## config.mk

```make
export PLATFORM = sky130hd
export DESIGN_NAME = line_buf_ctrl
export DESIGN_NICKNAME = d
export VERILOG_FILES = /design/src/rtl/line_buf_pkg.sv /design/src/rtl/line_buf_ctrl.sv
export SDC_FILE = /design/constraint.sdc
export NUM_CORES = 1
export LEC_CHECK = 0
export CORE_ASPECT_RATIO = 1.2
export CORE_MARGIN = 1
export CORE_UTILIZATION = 28
export CTS_BUF_LIST = sky130_fd_sc_hd__clkbuf_4 sky130_fd_sc_hd__clkbuf_8
export DETAILED_ROUTE_END_ITERATION = 7
export GPL_TIMING_DRIVEN = 0
export PLACE_DENSITY = 0.48
export REMOVE_ABC_BUFFERS = 1
export SLEW_MARGIN = 20
export SYNTH_ARGS = -nofsm -noshare
export SYNTH_HDL_FRONTEND = slang
export SYNTH_SLANG_ARGS = --single-unit
```

## constraint.sdc

```tcl
create_clock -name clk -period 2.7 [get_ports clk]
set_input_delay 0.405 -clock clk [delete_from_list [all_inputs] [get_ports clk]]
set_output_delay 0.405 -clock clk [all_outputs]
set_load 0.05 [all_outputs]
```

## src/rtl/line_buf_pkg.sv

```systemverilog
// Shared types and default geometry for the line-buffer controller.
package line_buf_pkg;

  typedef enum logic [2:0] {
    IDLE  = 3'd0,
    CLEAR = 3'd1,
    RUN   = 3'd2,
    DONE  = 3'd3,
    ERR   = 3'd4
  } state_e;

  localparam int DEF_INPUT_SIZE   = 8;
  localparam int DEF_LINE_WIDTH   = 114;
  localparam int DEF_FRAME_HEIGHT = 114;
  localparam int DEF_KERNEL       = 4;
  localparam int WIN_COORD_W      = 7;

  function automatic int cnt_width(input int n);
    return (n > 1) ? $clog2(n) : 1;
  endfunction

endpackage

```

## src/rtl/line_buf_ctrl.sv

```systemverilog
// Sequences a line buffer through clear, pixel streaming and window-ready
// strobes for one frame; the buffer itself lives in the parent.
module line_buf_ctrl
  import line_buf_pkg::*;
#(
  parameter int INPUT_SIZE   = DEF_INPUT_SIZE,
  parameter int LINE_WIDTH   = DEF_LINE_WIDTH,
  parameter int FRAME_HEIGHT = DEF_FRAME_HEIGHT,
  parameter int KERNEL       = DEF_KERNEL
) (
  input  logic                   clk,
  input  logic                   rst,
  input  logic                   start,
  input  logic                   in_valid,
  input  logic [INPUT_SIZE-1:0]  in_data,
  output logic                   in_ready,
  output logic                   buf_rst,
  output logic                   buf_en,
  output logic [INPUT_SIZE-1:0]  buf_wdata,
  output logic                   win_valid,
  output logic [WIN_COORD_W-1:0] win_row,
  output logic [WIN_COORD_W-1:0] win_col,
  output logic                   busy,
  output logic                   frame_done,
  output logic                   err_underrun,
  output state_e                 dbg_state
);

  localparam int CW = cnt_width(LINE_WIDTH);
  localparam int RW = cnt_width(FRAME_HEIGHT);
  localparam logic [CW-1:0] COL_LAST = CW'(LINE_WIDTH - 1);
  localparam logic [RW-1:0] ROW_LAST = RW'(FRAME_HEIGHT - 1);
  localparam logic [CW-1:0] COL_K    = CW'(KERNEL - 1);
  localparam logic [RW-1:0] ROW_K    = RW'(KERNEL - 1);

  state_e                 state_q, state_d;
  logic [CW-1:0]          col_q, col_d;
  logic [RW-1:0]          row_q, row_d;
  logic [CW-1:0]          clr_q, clr_d;
  logic                   started_q, started_d;
  logic                   err_q, err_d;
  logic                   win_valid_q, win_valid_d;
  logic [WIN_COORD_W-1:0] win_row_q, win_row_d;
  logic [WIN_COORD_W-1:0] win_col_q, win_col_d;

  // Handshake: a pixel moves when in_valid && in_ready; in_ready is high only
  // in RUN. Once the first pixel moves, in_valid must stay high until the
  // frame's last pixel, otherwise the controller latches an underrun.
  always_comb begin
    state_d     = state_q;
    col_d       = col_q;
    row_d       = row_q;
    clr_d       = clr_q;
    started_d   = started_q;
    err_d       = err_q;
    win_valid_d = 1'b0;
    win_row_d   = win_row_q;
    win_col_d   = win_col_q;
    in_ready    = 1'b0;
    buf_en      = 1'b0;
    buf_rst     = 1'b0;
    busy        = 1'b0;
    frame_done  = 1'b0;

    case (state_q)
      IDLE: begin
        buf_rst = 1'b1;
        if (start) begin
          state_d   = CLEAR;
          col_d     = '0;
          row_d     = '0;
          clr_d     = '0;
          started_d = 1'b0;
        end
      end
      CLEAR: begin
        busy = 1'b1;
        if (clr_q == COL_LAST) begin
          clr_d   = '0;
          state_d = RUN;
        end else begin
          clr_d = clr_q + 1'b1;
        end
      end
      RUN: begin
        busy     = 1'b1;
        in_ready = 1'b1;
        buf_en   = in_valid;
        if (in_valid) begin
          started_d = 1'b1;
          if ((row_q >= ROW_K) && (col_q >= COL_K)) begin
            win_valid_d = 1'b1;
            win_row_d   = WIN_COORD_W'(row_q);
            win_col_d   = WIN_COORD_W'(col_q);
          end
          if (col_q == COL_LAST) begin
            col_d = '0;
            if (row_q == ROW_LAST) begin
              row_d   = '0;
              state_d = DONE;
            end else begin
              row_d = row_q + 1'b1;
            end
          end else begin
            col_d = col_q + 1'b1;
          end
        end else if (started_q) begin
          err_d   = 1'b1;
          state_d = ERR;
        end else begin
          // Waiting for the first pixel: hold the buffer so it cannot advance.
          buf_rst = 1'b1;
        end
      end
      DONE: begin
        busy       = 1'b1;
        frame_done = 1'b1;
        state_d    = IDLE;
      end
      ERR: begin
        buf_rst = 1'b1;
        if (start) begin
          err_d     = 1'b0;
          state_d   = CLEAR;
          col_d     = '0;
          row_d     = '0;
          clr_d     = '0;
          started_d = 1'b0;
        end
      end
      default: state_d = IDLE;
    endcase
  end

  always_ff @(posedge clk or negedge rst) begin
    if (!rst) begin
      state_q     <= IDLE;
      col_q       <= '0;
      row_q       <= '0;
      clr_q       <= '0;
      started_q   <= 1'b0;
      err_q       <= 1'b0;
      win_valid_q <= 1'b0;
      win_row_q   <= '0;
      win_col_q   <= '0;
    end else begin
      state_q     <= state_d;
      col_q       <= col_d;
      row_q       <= row_d;
      clr_q       <= clr_d;
      started_q   <= started_d;
      err_q       <= err_d;
      win_valid_q <= win_valid_d;
      win_row_q   <= win_row_d;
      win_col_q   <= win_col_d;
    end
  end

  assign buf_wdata    = in_data;
  assign win_valid    = win_valid_q;
  assign win_row      = win_row_q;
  assign win_col      = win_col_q;
  assign err_underrun = err_q;
  assign dbg_state    = state_q;

endmodule

```

=== Yosys cells after proc, flatten, opt, wreduce, memory -nomap -nowiden ===
Cells that the tools add are included.

* Bits in registers: 41
* Input bits: 12
* Output and inout port bits: 32
* Logic and storage cells: 77

* Add/subtract/negate cells: 3
* Magnitude comparators: 2
* Eq/ne operators: 17
* Multiplexer cells: 33
* Reductions and logical operators: 13

{| class="wikitable"
|+ Operator list
! cell !! number
|-
| 2-to-1 mux 7 bit || 7
|-
| case mux 7 bit (2 select lines) || 3
|-
| adder 7 x 1 -> 7 bit, second input constant || 3
|-
| == test 7 bit, second input constant || 3
|-
| 2-to-1 mux 3 bit || 6
|-
| >= comparator 7 x 2 -> 1 bit, second input constant || 2
|-
| 2-to-1 mux 1 bit || 13
|-
| inequality test 2 bit, second input constant || 6
|-
| inequality test 3 bit, second input constant || 3
|-
| case mux 3 bit (3 select lines) || 1
|-
| AND reduction 4 bit || 2
|-
| == test 3 x 2 -> 1 bit, second input constant || 2
|-
| case mux 1 bit (2 select lines) || 3
|-
| AND reduction 3 bit || 2
|-
| nonzero test 2 bit || 3
|-
| AND reduction 5 bit || 1
|-
| == test 3 x 1 -> 1 bit, second input constant || 1
|-
| == test 3 bit, second input constant || 1
|-
| zero test 3 bit || 1
|-
| OR reduction 3 bit || 1
|-
| inequality test 2 x 1 -> 1 bit, second input constant || 1
|-
| AND reduction 2 bit || 1
|-
| OR reduction 2 bit || 1
|-
| logical AND 1 bit || 1
|}

=== Longest topological paths before layout ===
Gate-level depths: netlist of run 1.

* Depth after elaboration: 5
* Mapped depth: 7
* Depth with buffers taken out: 6

=== Least setup slack after synthesis of run 1 ===
No wires, ideal clock.

* Kind: register to output
* From: register state_q[2], in the netlist dbg_state[2]
* To: output port buf_rst
* Arrival: 1942 ps
* Required time: 2295 ps
* Path slack: 353 ps
* Stages on the path, launching flop included: 4
* Path buffers: 1
* Cells stage by stage: dfrtp_1 > buf_4 > or3_1 > a21oi_1

* Longest elaborated chain between the ends: 3
* Elaborated cells on any way between the ends: 5
* Classes of those cells: eq/ne (2); mux (1); reduce/logical (2)

{| class="wikitable"
|+ RTL lines
! what !! RTL line !! text
|-
| from (decl) || line_buf_ctrl.sv:36 || <nowiki>state_e state_q, state_d;</nowiki>
|-
| from (signal assigned) || line_buf_ctrl.sv:147 || <nowiki>state_q <= state_d;</nowiki>
|-
| == test 3 bit / zero test 3 bit (equally long branches) || line_buf_ctrl.sv:65 || <nowiki>case (state_q)</nowiki>
|-
| OR reduction 2 bit (no line) || -- ||
|-
| case mux 1 bit (2 select lines) * || line_buf_ctrl.sv:65 ||
|-
| to (decl) || line_buf_ctrl.sv:17 || <nowiki>output logic buf_rst,</nowiki>
|}

Every way passes the cells marked *; elsewhere a longest branch is shown, timed or not.

=== Final worst setup path of run 1 ===
Same ends and word-level chain as after synthesis.

==> summary.md, run 1 <==
| Metric | Value |
|---|---|
| Status | `complete, no violations` |
| Max stage delay on crit path | `between 800 and 900 ps` |
| Placed Instances | `approximately 320` |
| Post-route ant nets | `0` |
| Die height | `approximately 100 µm` |
| Clock skew | `slightly below 8 ps` |
| Top cell type's share of synthesized area | `0.4646` |
| Sinks on Clock Net | `slightly above 40` |
| Largest net degree at the start of global routing | `22` |
| Worst hold path class | `input pin to async pin` |
| CTS root buf | `clkbuf_8` |
| Post-CTS Resized | `2` |
| Die area | `between 8000 and 9000 µm²` |
| Critical path's slowest cell | `clkdlybuf4s50_1` |
| Drt drc | `0` |
| Area contributors post-synth | `dfrtp_1 46%, mux2_4 4.8%, nand2_1 4.1%` |
| Rows | `35` |
| Highest Clock Rate | `between 300 and 400 MHz` |
| Vias in the first global route | `about 1600` |
| Dpl cell area | `between 2000 and 2500 µm²` |
| Final net count | `between 200 and 300` |
| Pre-antenna DRT Iters | `4` |
| CP endpoint kind | `primary output` |
| Worst Setup Path Type | `flop to primary output` |
| Arr. time, crit path | `between 2000 and 2500 ps` |
| Ys Warns | `0` |
| Critical Path, Cell by Cell | `or3_1 -> a21oi_1 -> clkdlybuf4s50_1` |
| Final std cells w/o fill | `about 330` |
| Routability congestion estimate | `between 0.7 and 0.8` |
| Synthesized area | `between 2000 and 2500 µm²` |
| CTS tree | `done` |
| Initial antenna violation count | `0` |
| Syn avg cell area | `approximately 10 µm²` |
| Max clock buf depth | `2` |
| I/O pin count | `44` |
| Drt wl/cell | `14.02 µm` |
| Routed WL | `around 4.6 mm` |
| # setup viols final | `0` |
| Worst-path clk slew | `80 ps` |
| EDFF count, synth | `0` |
| Synthesized flop and latch total | `41` |
| Top FF cell, synth | `dfrtp_1` |
| Chip width | `83.07 µm` |
| Crit path time final | `approximately 2600 ps` |
| Synth Instances | `217` |
| Worst slew pin tran | `a little under 600 ps` |
| Worst ir drop on vdd | `between 300 and 400 µV` |
| R2r setup slk | `670 ps` |
| Commonest non-fill, non-tap cells in the layout | `41 x dfrtp_1, 25 x clkdlybuf4s50_1, 24 x nand2_1, 14 x o21ai_0, 11 x nor2_1` |
| Total number of H-tree levels | `2` |
| Pwr/cell area | `~540 nW/µm²` |
| Fin. Hold Viols | `0` |
| DP HPWL | `around 3.3 mm` |
| Pre-CTS setup slack | `-124.0 ps` |
| Slew headroom | `0.6013` |
| Number of diodes | `0` |
| Maxcap violations | `0` |
| Layout area overhead | `18.64%` |
| Postcts setup bufs | `0` |
| Vias | `roughly 1700` |
| Most common cell after layout, fill and taps aside | `dfrtp_1` |
| CTS buffer count | `5` |
| Tot GR Track Use | `0.1207` |
| Design Area, Final | `approximately 2600 µm²` |
| Element type at the critical path start | `flop` |
| IO Port Bufs | `27` |
| Sequential element share of the synthesized area | `0.4646` |
| Skew-Pair Late Insertion Delay | `290 ps` |
| Overflow after GRT | `0` |
| Post-route setup slack | `140.6 ps` |
| Crit-path max FO | `11` |
| Fin crit share | `0.9479` |
| First-pass GRT wire length | `a little over 8 mm` |
| 1st-iter DRT viols | `~130` |
| Most area-hungry cell type in the Yosys netlist | `dfrtp_1` |
| Data required, critical path | `2300 ps` |
| Starting density of the core | `0.2882` |
| # hold bufs at CTS | `0` |
| Worst R2R End | `win_row[3]` |
| Yosys cell types | `~50` |
| Async SR Flop Fraction | `1.000` |
| Fraction of layout cells with a size suffix above 1 | `0.1435` |
| Max-slew violations | `0` |
| Placeable Area | `approximately 7700 µm²` |
| FF-to-FF Start | `dbg_state[0]` |
| RSZ-0062 raised after global routing | `false` |
| Leak pwr | `roughly 1.2 nW` |
| Vias per inst | `roughly 5.1` |
| Worst r2r path cells | `4` |
kinds of logic (layout without fill, tap and decap cells):
family / after synthesis / count (layout) / share of synthesized area
AO/OA/AOI/OAI: 53 / 53 / 0.1626
XOR/XNOR: 2 / 2 / 0.007933
adder cells (fa/ha/maj): 6 / 6 / 0.03399
buffers and inverters: 25 / 45 / 0.07025
flip-flops: 41 / 41 / 0.4646
multiplexers: 12 / 12 / 0.07309
AND/OR/NAND/NOR: 78 / 78 / 0.1875
per-stage QoR:
stage | utilization | hold WS (ps) | TNS (ps) | power [W]
4_1_cts | 0.3419 | 85.17 | 0 | 0.001431
2_1_floorplan | - | 109.4 | 0 | 0.0008247
5_1_grt | 0.3419 | 103.1 | 0 | 0.001487
3_3_place_gp | 0.3228 | 492.9 | -131.8 | 0.0008824
3_5_place_dp | 0.3257 | 408.0 | -124.0 | 0.0008933
6_report | 0.3419 | 70.04 | 0 | 0.001404
worst max path at each step:
stage / end / start
5_1_grt: buf_rst / dbg_state[2]
4_1_cts: buf_rst / dbg_state[2]
2_1_floorplan: row_q[4] / dbg_state[1]
3_3_place_gp: buf_en / in_valid
3_5_place_dp: buf_en / in_valid
6_report: buf_rst / dbg_state[2]
Yosys cell counts, types with 2 or more instances:
cell	count
and4bb_2	2
nand2_1	24
inv_1	8
nand2b_1	5
o211ai_1	4
or3_1	3
xnor2_1	2
nand3_1	10
nor2_1	11
a21oi_2	3
mux2_4	7
o21ai_0	14
nor4_1	5
buf_6	3
or4_1	2
dfrtp_1	41
buf_4	9
a21o_1	2
a211oi_1	4
ha_1	6
a211o_1	2
mux2_2	5
buf_2	2
and2_1	3
a41oi_1	2
nor3_1	3
a21oi_1	6
a22o_1	3
a31oi_1	6
power breakdown:
group / leakage (nW) / switching, W / internal (W)
Clock: 0.0619 / 0.000216 / 0.000312
Sequential: 0.546 / 0.0000522 / 0.000658
Combinational: 0.572 / 0.0000953 / 0.0000705
Total: 1.18 / 0.000363 / 0.00104
final cells by class:
cell class / count / area (µm²)
fill: 780 / 5044
multi-input combinational: 151 / 1032
sequential: 41 / 1026
timing repair buffer: 28 / 291.5
tap: 92 / 115.1
clock buffer: 7 / 90.09
inverter: 9 / 35.03
clock inverter: 1 / 30.03
critical path, delay by kind of cell, from the launching register on:
| kind | cells | cell delay [ps] |
|---|---|---|
| simple gates | 1 | 410 |
| buf+inv | 1 | 820 |
| compound gates | 1 | 140 |
| flops | 1 | 500 |
metal layers:
layer / wire [µm] / track usage / up-vias
met5: 0 / 0 / -
met4: 68 / 0.04377 / 0
met3: 183 / 0.03237 / 7
met2: 2078 / 0.1841 / 47
met1: 2284 / 0.1647 / 799
li1: - / - / 828
sequential cells by signal, indices dropped and copies added, names as in the netlist:
name	count
col_q	7
dbg_state	3
clr_q	7
row_q	7
win_col	7
win_row	7
win_valid	1
started_q	1
err_underrun	1
Note: power is estimated with default switching activity, not from simulation.
==> run 2, diff against run 1 <==
--- a/config.mk
+++ b/config.mk
@@ -13,6 +13,7 @@
 export GPL_TIMING_DRIVEN = 0
 export PLACE_DENSITY = 0.48
 export REMOVE_ABC_BUFFERS = 1
+export SETUP_SLACK_MARGIN = 0.2
 export SLEW_MARGIN = 20
 export SYNTH_ARGS = -nofsm -noshare
 export SYNTH_HDL_FRONTEND = slang
==> constraint.sdc (replaced) <==
create_clock -name clk -period 2.7 [get_ports clk]
set_input_delay 0.54 -clock clk [delete_from_list [all_inputs] [get_ports clk]]
set_output_delay 0.54 -clock clk [all_outputs]
set_load 0.05 [all_outputs]
==> run 2 against run 1 <==
- combinational power about the same
- register-to-register slack better by 40 ps
- non-clock buffer count unchanged
- cell count unchanged
- first-iteration DRC count up 4.8%
- clock-buffer cell count unchanged
- critical path type is now input pin to primary output
- largest cell class unchanged
- highest routed layer unchanged
==> summary.md, run 2 (synthesis gave the netlist of run 1 again) <==
| Metric | Value |
|---|---|
| Status | `complete, no violations` |
| WL met3 | `193 µm (+5.5%)` |
| Routed WL | `4.608 mm (-0.11%)` |
| Die height | `99.29 µm (unchanged)` |
| Die area | `8248 µm² (unchanged)` |
| Starting density of the core | `0.2882 (unchanged)` |
| Worst Setup Path Type | `input pin to primary output` |
| Rows | `35 (unchanged)` |
| Chip width | `83.07 µm (unchanged)` |
| Slew headroom | `0.6103 (+0.009002)` |
| Sw Share | `0.2591 (about the same)` |
| Max-slew violations | `0 (unchanged)` |
| CTS buffer count | `5 (unchanged)` |
| Sinks on Clock Net | `41 (unchanged)` |
| Highest Clock Rate | `412.0 MHz (+5.4%)` |
| CP endpoint kind | `primary output` |
| Routability congestion estimate | `0.7260 (unchanged)` |
| Fin crit share | `0.8990 (-0.04888)` |
| Worst-path clk slew | `80 ps (about the same)` |
| Comb power frac | `0.118 (about the same)` |
| Post-route setup slack | `272.6 ps (+132.0 ps)` |
| Sw power | `0.0003638 W (+0.11%)` |
| Pwr/cell area | `532.7 nW/µm² (-0.61%)` |
| Element type at the critical path start | `input pin` |
| Number of diodes | `0 (unchanged)` |
| I/O pin count | `44 (unchanged)` |
| Skew-Pair Late Insertion Delay | `290 ps (about the same)` |
| Worst r2r path cells | `5 (+1)` |
| Overflow after GRT | `0 (unchanged)` |
| Post-route ant nets | `0 (unchanged)` |
| Max stage delay on crit path | `480 ps (-340 ps)` |
| FF-to-FF Start | `row_q[0]` |
| IO Port Bufs | `27 (unchanged)` |
| Fraction of layout cells with a size suffix above 1 | `0.1519 (+0.008439)` |
| # setup viols final | `0 (unchanged)` |
| Clock group share of total power | `0.375 (about the same)` |
| Drt drc | `0 (unchanged)` |
| DP HPWL | `3.320 mm (unchanged)` |
| CTS tree | `done` |
| Largest net degree at the start of global routing | `22 (unchanged)` |
| Crit path time final | `2427 ps (-132.0 ps)` |
| CTS root buf | `clkbuf_8` |
| RSZ-0062 raised after global routing | `false` |
| Postcts setup bufs | `0 (unchanged)` |
| Fin. Hold Viols | `0 (unchanged)` |
| Placeable Area | `7664 µm² (unchanged)` |
| First-pass GRT wire length | `8.059 mm (unchanged)` |
| Critical Path, Cell by Cell | `clkdlybuf4s50_1 -> or3_1 -> a21oi_1 -> clkdlybuf4s15_2` |
| Final net count | `254 (unchanged)` |
| Internal power | `0.001040 W (about the same)` |
| Delay-heaviest family, CP | `buffers and inverters` |
| Max clock buf depth | `2 (unchanged)` |
| Clock skew | `7.666 ps (-0.2257 ps)` |
| 1st-iter DRT viols | `131 (+4.8%)` |
| Total number of H-tree levels | `2 (unchanged)` |
| # hold bufs at CTS | `0 (unchanged)` |
| Layout area overhead | `19.38%` |
| Highest routing layer actually used | `met4` |
| Commonest non-fill, non-tap cells in the layout | `41 x dfrtp_1, 24 x nand2_1, 21 x clkdlybuf4s50_1, 14 x o21ai_0, 11 x nor2_1` |
| Worst R2R End | `win_row[0]` |
| Drt wl/cell | `14.01 µm (-0.11%)` |
| Worst slew pin tran | `579.2 ps (-13.38 ps)` |
| WP buf/inv | `2 (+1)` |
| R2r setup slk | `710 ps (+40 ps)` |
| Data required, critical path | `2160 ps (-140 ps)` |
| Vias | `1682 (+0.059%)` |
| Power consumption | `0.001404 W (about the same)` |
| Critical path's slowest cell | `clkdlybuf4s50_1` |
| Initial antenna violation count | `0 (unchanged)` |
| Worst ir drop on vdd | `303.8 µV (-0.27%)` |
| Most common cell after layout, fill and taps aside | `dfrtp_1` |
| Crit-path max FO | `3 (-8)` |
| Maxcap violations | `0 (unchanged)` |
| Pre-antenna DRT Iters | `4 (unchanged)` |
| Pre-CTS setup slack | `-394.0 ps (-270.0 ps)` |
| Seq pwr share | `0.507 (about the same)` |
| Vias per inst | `5.112 (about the same)` |
| Arr. time, crit path | `1890 ps (-260 ps)` |
| Worst hold path class | `input pin to async pin` |
| Wire length on met2 | `2.066 mm (-0.58%)` |
| Vias in the first global route | `1601 (unchanged)` |
| Tot GR Track Use | `0.1207 (unchanged)` |
| Leak pwr | `1.185 nW (+0.49%)` |
| Met1 wire length | `2.279 mm (-0.22%)` |
run 2: changes by cell type in the layout (fill, tap and decap cells not counted), sizes merged:
| cell | before | now |
|---|---|---|
| clkdlybuf4s15 | 0 | 2 |
| clkdlybuf4s50 | 25 | 21 |
| dlygate4sd2 | 1 | 3 |
run 2: worst max path at each step:
stage / startpoint / to / slack (ps) / depth (start not counted)
floorplan: dbg_state[2] / buf_rst / 310 / 2
global placement: in_valid / buf_en / -400 / 4
detailed placement: in_valid / buf_en / -390 / 4
CTS: in_valid / buf_en / 190 / 4
global route: in_valid / buf_rst / 230 / 4
finish: in_valid / buf_rst / 270 / 4
run 2: layout make-up:
type | instances | area [µm²]
clock buffer | 7 | 90.09
inverter | 9 | 35.03
sequential | 41 | 1026
multi-input combinational | 151 | 1049
timing repair buffer | 28 | 291.5
tap | 92 | 115.1
clock inverter | 1 | 30.03
fill | 779 | 5027
run 2: timing repair:
item / CTS / global route
gates resized for setup: 11 / 1
endpoints found under the setup margin: 5 / 1
pin swaps: 0 / 0
run 2: worst reg2reg max path: cells and delay by family (launching register included):
kind                       cells  cell delay [ps]
adders and majority gates      1              280
DFF                            1              480
and+or+nand+nor                2              600
muxes                          1              380
AOI/OAI and AO/OA              1              140
run 2: per-stage QoR:
| stage | TNS, ps | util | cells | instance area, µm² | hold WS [ps] |
|---|---|---|---|---|---|
| final | 0 | 0.3440 | 329 | 2636 | 205.0 |
| after global placement | -1188 | 0.3228 | 320 | 2474 | 492.9 |
| after CTS | 0 | 0.3425 | 329 | 2625 | 220.2 |
| after global routing | 0 | 0.3440 | 329 | 2636 | 238.1 |
| after floorplan | 0 | - | 201 | 2088 | 244.4 |
| after detailed placement | -487.5 | 0.3257 | 321 | 2496 | 489.5 |
run 2: routing by layer:
| layer | track usage | vias to the layer above |
|---|---|---|
| met5 | 0 | - |
| met2 | 0.1841 | 49 |
| li1 | - | 828 |
| met4 | 0.04377 | 0 |
| met3 | 0.03237 | 7 |
| met1 | 0.1647 | 798 |
run 2: power by group through the flow:
stage | combinational [W] | clock, W | sequential [W]
6_report | 0.000166 | 0.000527 | 0.000711
2_1_floorplan | 0.000110 | 0 | 0.000714
4_1_cts | 0.000169 | 0.000550 | 0.000712
3_3_place_gp | 0.000160 | 0 | 0.000722
3_5_place_dp | 0.000171 | 0 | 0.000723
5_1_grt | 0.000192 | 0.000573 | 0.000723
==> run 3, diff against run 2 <==
--- a/config.mk
+++ b/config.mk
@@ -6,7 +6,7 @@
 export NUM_CORES = 1
 export LEC_CHECK = 0
 export CORE_ASPECT_RATIO = 1.2
-export CORE_MARGIN = 1
+export CORE_MARGIN = 4
 export CORE_UTILIZATION = 28
 export CTS_BUF_LIST = sky130_fd_sc_hd__clkbuf_4 sky130_fd_sc_hd__clkbuf_8
 export DETAILED_ROUTE_END_ITERATION = 7
==> run 3 against run 2 <==
- worst setup slack worse by 2.9 ps
- via count rose by 0.42%
- sequential share of layout area grew 0.28 points
- sequential cell count stayed put
- first-iteration DRC count grew 8.4%
- wire length grew 4.7%
- sequential power barely moved
- clock skew grew 1.7 ps
- fmax decreased by 0.12%
- die area up 14%
- critical path type unchanged
==> summary.md, run 3 (synthesis gave the netlist of run 1 again) <==
| Metric | Value |
|---|---|
| Rows | `35 (unchanged)` |
| Starting density of the core | `0.2882 (unchanged)` |
| Largest net degree at the start of global routing | `23 (+4.5%)` |
| Element type at the critical path start | `input pin` |
| Sinks on Clock Net | `41 (unchanged)` |
| Final net count | `254 (unchanged)` |
| Total number of H-tree levels | `2 (unchanged)` |
| 1st-iter DRT viols | `142 (+8.4%)` |
| Overflow after GRT | `0 (unchanged)` |
| I/O pin count | `44 (unchanged)` |
| Pwr/cell area | `506.5 nW/µm² (-4.9%)` |
| Highest routing layer actually used | `met4` |
| Fraction of layout cells with a size suffix above 1 | `0.1519 (unchanged)` |
| Routability congestion estimate | `0.8110 (+12%)` |
| Highest Clock Rate | `411.5 MHz (-0.12%)` |
| Clock skew | `9.319 ps (+1.654 ps)` |
| Met1 wire length | `2.406 mm (+5.6%)` |
| Fin crit share | `0.9001 (+0.001071)` |
| Comb power frac | `0.125 (+0.007)` |
| Pre-antenna DRT Iters | `4 (unchanged)` |
| Initial antenna violation count | `0 (unchanged)` |
| CTS tree | `done` |
| CTS buffer count | `5 (unchanged)` |
| Slew headroom | `0.5573 (-0.05299)` |
| Post-route ant nets | `0 (unchanged)` |
| Commonest non-fill, non-tap cells in the layout | `41 x dfrtp_1, 24 x nand2_1, 21 x clkdlybuf4s50_1, 14 x o21ai_0, 11 x nor2_1` |
| Die area | `9378 µm² (+14%)` |
| Die height | `105.3 µm (+6.0%)` |
| Drt drc | `0 (unchanged)` |
| Crit. Startpoint | `in_valid` |
| # setup viols final | `0 (unchanged)` |
| Crit-path max FO | `3 (unchanged)` |
| Dpl cell area | `2496 µm² (unchanged)` |
| Leak pwr | `1.177 nW (-0.64%)` |
| IO Port Bufs | `27 (unchanged)` |
| Crit path time final | `2430 ps (+2.891 ps)` |
| Maxcap violations | `0 (unchanged)` |
| Status | `complete, no violations` |
| Max clock buf depth | `2 (unchanged)` |
| First-pass GRT wire length | `8.397 mm (+4.2%)` |
| CP endpoint kind | `primary output` |
| Skew-Pair Late Insertion Delay | `290 ps (about the same)` |
| Internal power | `0.0009605 W (-7.7%)` |
| R2r setup slk | `720 ps (about the same)` |
| Post-CTS Resized | `11 (unchanged)` |
| Worst ir drop on vdd | `283.4 µV (-6.7%)` |
| Tot GR Track Use | `0.1107 (-0.009972)` |
| Worst-path clk slew | `90 ps (about the same)` |
| Fin. Hold Viols | `0 (unchanged)` |
| Power consumption | `0.001326 W (-5.6%)` |
| Vias in the first global route | `1691 (+5.6%)` |
| Wire length on met2 | `2.131 mm (+3.1%)` |
| Worst r2r path cells | `5 (unchanged)` |
| Number of diodes | `0 (unchanged)` |
| Vias | `1689 (+0.42%)` |
| Most common cell after layout, fill and taps aside | `dfrtp_1` |
| DP HPWL | `3.447 mm (+3.8%)` |
| Worst R2R End | `win_row[0]` |
| Max-slew violations | `0 (unchanged)` |
| Drt wl/cell | `14.67 µm (+4.7%)` |
| Filler cells | `780 (+0.13%)` |
| Worst slew pin tran | `658.0 ps (+78.76 ps)` |
| Arr. time, crit path | `1890 ps (about the same)` |
| Area taken by multi-input logic gates | `1049 µm² (unchanged)` |
| RSZ-0062 raised after global routing | `true` |
| Worst Setup Path Type | `input pin to primary output` |
| Sw Share | `0.2754 (+0.01638)` |
| Seq pwr share | `0.536 (+0.029)` |
| Routed WL | `4.826 mm (+4.7%)` |
| # hold bufs at CTS | `0 (unchanged)` |
| Placeable Area | `7664 µm² (unchanged)` |
| Worst hold path class | `input pin to async pin` |
| FF-to-FF Start | `row_q[0]` |
| CTS root buf | `clkbuf_8` |
| Sw power | `0.0003652 W (+0.37%)` |
| WL met3 | `257 µm (+33%)` |
| Postcts setup bufs | `0 (unchanged)` |
| Layout area overhead | `18.53%` |
| Chip width | `89.07 µm (+7.2%)` |
| FF/Latch Area | `1026 µm² (unchanged)` |
| Vias per inst | `5.134 (+0.42%)` |
| Clock group share of total power | `0.338 (-0.037)` |
| Design Area, Final | `2618 µm² (-0.71%)` |
| Data required, critical path | `2160 ps (about the same)` |
## run 3: final cells by class
cell class | count | share of cell area
clock inverter | 1 | 0.001912
clock buffer | 7 | 0.03681
tap | 92 | 0.04398
inverter | 9 | 0.01338
sequential | 41 | 0.3920
multi-input combinational | 151 | 0.4006
timing repair buffer | 28 | 0.1114
## run 3: critical path: stages
cell and delay, ps:
clkdlybuf4s50_1 480, or3_1 330, a21oi_1 150, clkdlybuf4s15_2 390
## run 3: routing by layer
| metal | track usage | vias up |
|---|---|---|
| met3 | 0.03127 | 2 |
| met5 | 0 | - |
| met4 | 0.02660 | 0 |
| met1 | 0.1600 | 821 |
| met2 | 0.1630 | 48 |
| li1 | - | 818 |
## run 3: worst max-delay path by stage
stage	to	slack (ps)	depth (start not counted)
floorplan	buf_rst	310	2
global placement	buf_en	-420	4
detailed placement	buf_en	-400	4
CTS	buf_en	190	4
global route	buf_rst	190	4
finish	buf_rst	270	4
## run 3: metrics by stage
step                      hold slack [ps]  instances  TNS [ps]  setup slack (ps)    util
after floorplan                     244.4        201         0             306.2       -
after global placement              485.1        320     -5328            -421.5  0.3228
after detailed placement            484.5        321    -485.1            -396.9  0.3257
after CTS                           238.9        329         0             191.1  0.3401
after global routing                261.3        329         0             186.9  0.3416
final                               218.5        329         0             269.7  0.3416
## run 3: power by group through the flow
stage | clock [W] | sequential [W] | combinational, W
global placement | 0 | 0.000722 | 0.000162
finish | 0.000448 | 0.000711 | 0.000166
global route | 0.000498 | 0.000722 | 0.000199
floorplan | 0 | 0.000714 | 0.000110
CTS | 0.000467 | 0.000711 | 0.000169
detailed placement | 0 | 0.000721 | 0.000167
